$ cat config.mk
export PLATFORM = sky130hd
export DESIGN_NAME = float_copro_mc
export DESIGN_NICKNAME = d
export VERILOG_FILES = /design/src/rtl/float_copro_mc.sv
export SDC_FILE = /design/constraint.sdc
export NUM_CORES = 2
export LEC_CHECK = 0
export ABC_AREA = 1
export CAP_MARGIN = 20
export CORE_MARGIN = 3
export CORE_UTILIZATION = 50
export CTS_CLUSTER_DIAMETER = 50
export CTS_CLUSTER_SIZE = 14
export DETAILED_ROUTE_END_ITERATION = 10
export GPL_ROUTABILITY_DRIVEN = 1
export PLACE_DENSITY = 0.78
export SYNTH_ARGS = -nofsm -noshare
export SYNTH_HDL_FRONTEND = slang
export SYNTH_SLANG_ARGS = --single-unit
$ cat constraint.sdc
create_clock -name clk -period 16.6 [get_ports clk]
set_clock_uncertainty 0.15 [all_clocks]
set_input_delay 1.66 -clock clk [delete_from_list [all_inputs] [get_ports clk]]
set_output_delay 1.66 -clock clk [all_outputs]
set_load 0.005 [all_outputs]
$ cat src/rtl/float_copro_mc.sv
// Multi-cycle floating-point coprocessor (add/sub/mul/div) for the LM32 copro port.
// Truncating arithmetic, denormals flushed to zero, iterative restoring mantissa divider.
module float_copro_mc #(
    parameter int Nm      = 23,
    parameter int Ne      = 8,
    parameter int ADD_LAT = 2,
    parameter int MUL_LAT = 3
) (
    input  logic           clk,
    input  logic           rst_n,
    input  logic           copro_valid,
    input  logic [10:0]    copro_opcode,
    input  logic [Nm+Ne:0] copro_op0,
    input  logic [Nm+Ne:0] copro_op1,
    output logic           copro_complete,
    output logic [Nm+Ne:0] copro_result,
    output logic           copro_busy,
    output logic [3:0]     copro_flags
);
    localparam int W       = Nm + Ne + 1;
    localparam int MW      = Nm + 1;
    localparam int AW      = 2 * Nm + 4;
    localparam int EW      = Ne + 8;
    localparam int DIV_LAT = Nm + 4;
    localparam int CW      = $clog2(DIV_LAT + ADD_LAT + MUL_LAT + 1);

    localparam logic signed [EW-1:0] BIAS   = EW'((1 << (Ne - 1)) - 1);
    localparam logic signed [EW-1:0] EMAX   = EW'((1 << Ne) - 1);
    localparam logic signed [EW-1:0] E_ZERO = '0;

    localparam logic [1:0] OP_ADD = 2'b00;
    localparam logic [1:0] OP_SUB = 2'b01;
    localparam logic [1:0] OP_DIV = 2'b10;
    localparam logic [1:0] OP_MUL = 2'b11;

    localparam logic [W-1:0] NAN_W = {1'b0, {Ne{1'b1}}, 1'b1, {(Nm-1){1'b0}}};

    typedef enum logic [1:0] {S_IDLE, S_EXEC, S_DONE} state_t;

    state_t          state_q, state_n;
    logic            capture, finish, abort, release_c;
    logic [CW-1:0]   cnt_q, lat_c;
    logic [W-1:0]    a_q, b_q;
    logic [1:0]      op_q;
    logic [MW:0]     rem_q, quot_q;

    logic            sa, sb, sx, sy, a_ge_b, a_zero, b_zero, nan_in, sticky, s_res;
    logic [Ne-1:0]   ea, eb, ex, ey, d;
    logic [MW-1:0]   ma, mb, mx, my;
    logic [AW-1:0]   mx_e, my_e, ys, sum, norm;
    logic [2*MW-1:0] prod;
    int unsigned     p;
    logic signed [EW-1:0] e_res;
    logic [Nm-1:0]   m_res;
    logic [W+1:0]    packed_c;
    logic [W-1:0]    res_c;
    logic [3:0]      flags_c;
    logic            unused_ok;

    assign unused_ok = ^{copro_opcode[10:2], prod, norm};

    function automatic logic [MW-1:0] hidden_mant(input logic [W-1:0] x);
        hidden_mant = (x[W-2:Nm] == '0) ? '0 : {1'b1, x[Nm-1:0]};
    endfunction

    function automatic int unsigned msb_pos(input logic [AW-1:0] v);
        msb_pos = 0;
        for (int i = 0; i < AW; i++) begin
            if (v[i]) msb_pos = i;
        end
    endfunction

    // Saturate the normalised exponent: returns {overflow, underflow, word}
    function automatic logic [W+1:0] pack_sat(input logic s, input logic signed [EW-1:0] e,
                                              input logic [Nm-1:0] m);
        if (e >= EMAX)        pack_sat = {2'b10, s, {Ne{1'b1}}, {Nm{1'b0}}};
        else if (e <= E_ZERO) pack_sat = {2'b01, s, {(Ne+Nm){1'b0}}};
        else                  pack_sat = {2'b00, s, e[Ne-1:0], m};
    endfunction

    always_comb begin
        case (copro_opcode[1:0])
            OP_DIV:  lat_c = CW'(DIV_LAT - 1);
            OP_MUL:  lat_c = CW'(MUL_LAT - 1);
            default: lat_c = CW'(ADD_LAT - 1);
        endcase
    end

    always_comb begin
        sa     = a_q[W-1];
        sb     = b_q[W-1] ^ (op_q == OP_SUB);
        ea     = a_q[W-2:Nm];
        eb     = b_q[W-2:Nm];
        ma     = hidden_mant(a_q);
        mb     = hidden_mant(b_q);
        a_zero = (ea == '0);
        b_zero = (eb == '0);
        nan_in = (&ea) | (&eb);

        // Adder works on x = larger magnitude; bits shifted out of y become a borrow on subtract
        a_ge_b = {ea, ma} >= {eb, mb};
        sx     = a_ge_b ? sa : sb;
        sy     = a_ge_b ? sb : sa;
        ex     = a_ge_b ? ea : eb;
        ey     = a_ge_b ? eb : ea;
        mx     = a_ge_b ? ma : mb;
        my     = a_ge_b ? mb : ma;
        d      = ex - ey;
        mx_e   = {1'b0, mx, {(Nm+2){1'b0}}};
        my_e   = {1'b0, my, {(Nm+2){1'b0}}};
        ys     = my_e >> d;
        sticky = (ys << d) != my_e;
        sum    = (sx == sy) ? mx_e + ys : mx_e - ys - AW'(sticky);
        p      = msb_pos(sum);
        norm   = sum << (AW - 1 - p);

        prod   = (2*MW)'(ma) * (2*MW)'(mb);

        s_res  = sa ^ sb;
        e_res  = E_ZERO;
        m_res  = '0;
        case (op_q)
            OP_ADD, OP_SUB: begin
                s_res = sx;
                e_res = $signed(EW'(ex)) + $signed(EW'(p)) - EW'(AW - 2);
                m_res = norm[AW-2 -: Nm];
            end
            OP_MUL: begin
                e_res = $signed(EW'(ea)) + $signed(EW'(eb)) - BIAS + $signed(EW'(prod[2*MW-1]));
                m_res = prod[2*MW-1] ? prod[2*MW-2 -: Nm] : prod[2*MW-3 -: Nm];
            end
            default: begin
                e_res = $signed(EW'(ea)) - $signed(EW'(eb)) + BIAS - $signed(EW'(!quot_q[MW]));
                m_res = quot_q[MW] ? quot_q[Nm:1] : quot_q[Nm-1:0];
            end
        endcase

        packed_c = pack_sat(s_res, e_res, m_res);
        res_c    = packed_c[W-1:0];
        flags_c  = {2'b00, packed_c[W+1:W]};

        // Special operands, lowest priority first
        if ((op_q == OP_ADD || op_q == OP_SUB) && sum == '0) begin
            res_c   = '0;
            flags_c = '0;
        end
        if (op_q == OP_MUL && (a_zero || b_zero)) begin
            res_c   = {s_res, {(W-1){1'b0}}};
            flags_c = '0;
        end
        if (op_q == OP_DIV) begin
            if (a_zero && b_zero) begin
                res_c   = NAN_W;
                flags_c = 4'b1000;
            end else if (b_zero) begin
                res_c   = {s_res, {Ne{1'b1}}, {Nm{1'b0}}};
                flags_c = 4'b0100;
            end else if (a_zero) begin
                res_c   = {s_res, {(W-1){1'b0}}};
                flags_c = '0;
            end
        end
        if (nan_in) begin
            res_c   = NAN_W;
            flags_c = 4'b1000;
        end
    end

    always_comb begin
        state_n   = state_q;
        capture   = 1'b0;
        finish    = 1'b0;
        abort     = 1'b0;
        release_c = 1'b0;
        case (state_q)
            S_IDLE: if (copro_valid) begin
                capture = 1'b1;
                state_n = S_EXEC;
            end
            S_EXEC: if (!copro_valid) begin
                abort   = 1'b1;
                state_n = S_IDLE;
            end else if (cnt_q == '0) begin
                finish  = 1'b1;
                state_n = S_DONE;
            end
            S_DONE: if (!copro_valid) begin
                release_c = 1'b1;
                state_n   = S_IDLE;
            end
            default: state_n = S_IDLE;
        endcase
    end

    always_ff @(posedge clk) begin
        if (!rst_n) begin
            state_q        <= S_IDLE;
            cnt_q          <= '0;
            copro_complete <= 1'b0;
            copro_busy     <= 1'b0;
            copro_result   <= '0;
            copro_flags    <= '0;
        end else begin
            state_q <= state_n;
            if (capture) begin
                cnt_q       <= lat_c;
                copro_busy  <= 1'b1;
                copro_flags <= '0;
            end else if (state_q == S_EXEC && cnt_q != '0) begin
                cnt_q <= cnt_q - CW'(1);
            end
            if (finish) begin
                copro_busy     <= 1'b0;
                copro_complete <= 1'b1;
                copro_result   <= res_c;
                copro_flags    <= flags_c;
            end
            if (abort)     copro_busy     <= 1'b0;
            if (release_c) copro_complete <= 1'b0;
        end
    end

    // One restoring quotient bit per EXEC cycle; the last cycle before completion is spare
    always_ff @(posedge clk) begin
        if (capture) begin
            a_q    <= copro_op0;
            b_q    <= copro_op1;
            op_q   <= copro_opcode[1:0];
            rem_q  <= {1'b0, hidden_mant(copro_op0)};
            quot_q <= '0;
        end else if (state_q == S_EXEC && cnt_q > CW'(1)) begin
            if (rem_q >= {1'b0, mb}) begin
                rem_q  <= (rem_q - {1'b0, mb}) << 1;
                quot_q <= {quot_q[MW-1:0], 1'b1};
            end else begin
                rem_q  <= rem_q << 1;
                quot_q <= {quot_q[MW-1:0], 1'b0};
            end
        end
    end

endmodule

==> reports/qor.yml <==
die:
  io-pin-count: 116
  dieArea_um2: 86700
  coreArea_um2: 82200
  die_h_um: 294
  rows: 105
  floorplan.die.width_um: 294
  starting_density_of_the_core_pct: 50.6
global_routing:
  overflow_after_grt: 0
  globalRouteTotalUtil_pct: 35.1
  grt_antenna_before_repair: 5
  wire_length_of_the_first_global_routing_pass_um: 234000
  grt_start_max_net_pins: 74
  via_count_of_the_first_global_routing_pass: 41600
finish:
  final_nets: 7354
  areaGrowthSynthToFinish_pct: 13.9
  fillers: 7740
  postLayoutCoreUtil_pct: 57.6
  multiInputGateArea_um2: 32700
  share_of_final_layout_standard_cells_stronger_than_drive_strength_1_pct: 10.1
  finalNonFillerCells: 7479
  seqCellArea_um2: 4140
clock_tree:
  cts_inserted_buffers: 17
  clk_pin_slew_ns: 0.07
  cts_buffer_depth: 2
  cts.htree.levels: 4
  clock-sinks: 162
  clock_latency_ns: 0.52
  cts_tree: "built"
  clk_root_buf: "clkbuf_16"
  ctsHoldBuffers: 0
yosys:
  yosys_register_bits: 162
  syn_nets: 7053
  yosys-top-cells-area: "fa_1, nand2_1, ha_1, inv_1, edfxtp_1"
  count_of_yosys_warnings_during_synthesis: 0
  synth_area_um2: 41600
  ys_dominant_reg_cell: "edfxtp_1"
  ys_seq_area_share_pct: 9.96
  ys_async_sr_fraction_pct: 0
  synth_enable_flop_cells: 90
  synth_top_cell_by_area: "fa_1"
  post_synth.cell_area_avg_um2: 6.83
  synth.lib_cells_used.distinct: 77
  yosysTopAreaCellShare_pct: 23.4
  synthCells: 6094
route:
  wl_per_cell_um: 20.3
  detailedRoute.firstPassIterationCount: 6
  first_iter_violations: 4582
  viasPerCell: 5.73
  wirelength_routed_um: 152000
  drc: 0
  number_of_routed_nets_with_antenna_violations: 0
  route.vias.total: 42900
status:
  run_status: "complete, no violations"
critical_path:
  cpPeakStageDelay_ns: 0.44
  crit_top_cell: "nand2_1"
  regToRegStartpoint: "b_q[25]$_DFFE_PP_"
  endpoint_type_of_the_worst_setup_path: "register"
  ff2ff_path_depth: 112
  critPathSlowestCell: "edfxtp_1"
  r2r-end: "copro_result[9]$_SDFFE_PN0P_"
  critPathMaxFanout: 37
  crit_type: "register to register"
  crit_buf_inv: 17
  critical_path.top_delay_family: "simple AND/OR/NAND/NOR gates"
  r2r_setup_slack_ns: 1.12
  timing.critical_path.from_type: "register"
  critical_path_rt_ns: 16.77
  crit_arrival_ns: 15.65
timing:
  timing.final.hold_violations: 0
  count_of_endpoints_failing_setup_in_the_final_report: 0
  setup-tns-final_ns: 0
  tightest_pin_transition_ns: 1.15
  period_utilization_post_route_pct: 93.3
  finalMaxSlewViolations: 0
  max_clock_freq_mhz: 64.6
  final.min_clock_period_ns: 15.48
  timing.max_slew.rel_slack_pct: 22.5
  tightest_hold_margin_ns: 0.320
placement:
  io_buffers: 106
  place_congestion: 1.02
  post-dp-hpwl_um: 122000
  placedCellCount: 7424
worst_hold_path:
  hold_path_class: "register to register"
  min_path_cells: 2
  timing.hold.worst_endpoint: "copro_result[21]$_SDFFE_PN0P_"
  hold_path.startpoint: "copro_result[21]$_SDFFE_PN0P_"
run:
  drv.max_cap_violation_count: 0
how the worst max path moves through the flow:
stage	start	end	slack (ns)	cells past startpoint
floorplan	a_q[24]$_DFFE_PP_	copro_result[7]$_SDFFE_PN0P_	1.50	106
global placement	b_q[28]$_DFFE_PP_	copro_result[11]$_SDFFE_PN0P_	0.65	109
detailed placement	b_q[25]$_DFFE_PP_	copro_result[4]$_SDFFE_PN0P_	0.41	110
CTS	b_q[25]$_DFFE_PP_	copro_result[8]$_SDFFE_PN0P_	0.34	108
global route	b_q[27]$_DFFE_PP_	copro_result[17]$_SDFFE_PN0P_	-0.10	111
finish	b_q[25]$_DFFE_PP_	copro_result[9]$_SDFFE_PN0P_	1.12	112
per-stage QoR:
step / instance area [µm²] / setup WS [ns]
after global routing: 47400 / -0.100
after floorplan: 41600 / 1.50
after detailed placement: 46300 / 0.414
after CTS: 46900 / 0.342
final: 47400 / 1.12
after global placement: 46300 / 0.650
registers in the layout (all words and copies together), names as in the netlist:
name / cells
a_q: 32
b_q: 32
copro_result: 32
quot_q: 25
rem_q: 25
cnt_q: 6
copro_flags: 4
op_q: 2
state_q: 2
copro_busy: 1
copro_complete: 1
placed cells by master, fill, tap and decap left out, drive strengths merged, types with 22 or more instances in the layout:
master / Yosys / layout
nand2: 1470 / 1470
inv: 1039 / 1042
nor2: 528 / 528
nand3: 513 / 513
fa: 487 / 487
buf: 90 / 446
o21ai: 429 / 429
ha: 394 / 394
a21oi: 292 / 292
clkdlybuf4s50: 0 / 106
edfxtp: 90 / 90
dfxtp: 72 / 72
nand4: 68 / 68
xor2: 65 / 65
xnor2: 48 / 48
o22ai: 35 / 35
nor3: 28 / 28
a31oi: 27 / 27
mux2i: 23 / 23
o211ai: 22 / 22
synth_stat cells (6+ instances only):
cell	n
o21a_1	14
nand3_2	6
o211ai_1	22
or2_2	19
xnor2_1	48
clkinv_1	9
nor4_1	12
buf_4	8
ha_1	394
buf_2	32
edfxtp_1	90
xor2_1	61
o21ai_0	400
a21oi_2	10
a21oi_1	278
o22ai_1	35
o21bai_1	10
a211oi_1	8
clkbuf_1	183
inv_1	1016
o221ai_1	12
a21o_1	10
nand4_1	65
buf_6	6
o21ai_1	27
nor2_1	519
a31oi_1	26
o2111ai_1	8
fa_1	487
a221oi_1	8
nor3_1	26
o211a_1	7
buf_1	44
o31ai_1	8
nand2_2	8
and2_1	17
nand2_1	1460
dfxtp_1	72
mux2i_1	23
inv_2	22
nand3b_1	8
nand3_1	507
cell families after synthesis:
family | count (synthesis) | synth area share (%)
compound gates | 916 | 12.5
xor+xnor | 113 | 2.45
fa+ha+maj | 881 | 35.3
buf+inv | 1321 | 12.2
flops | 162 | 9.96
mux | 23 | 0.553
simple gates | 2678 | 27.1
area by class of cell:
type | instances | area share, %
inverter | 1048 | 8.35
clock inverter | 15 | 0.320
tap | 1070 | 2.83
sequential | 162 | 8.75
antenna | 1 | 0.00528
clock buffer | 17 | 0.898
multi-input combinational | 4611 | 69.0
timing repair buffer | 555 | 9.85
layer usage:
metal	track usage [%]	share of wire (%)	vias up
met3	9.66	11	524
met1	44.6	39	20200
met4	19.6	6.5	6
met2	54.0	43	2196
li1	-	-	20000
met5	0	0.025	-
worst min-delay path, stage by stage, from the launching register on:
cell	delay, ns
dfxtp_1	0.31
nand2_1	0.06
a21oi_1	0.06
repair_timing:
action                     in CTS  in global routing
gates resized for setup         0                 89
setup buffers                   0                 19
setup endpoints to repair       0                 33
Power is not shown: default switching activity piles up to over one toggle a cycle in this logic, so the estimate is an artifact.
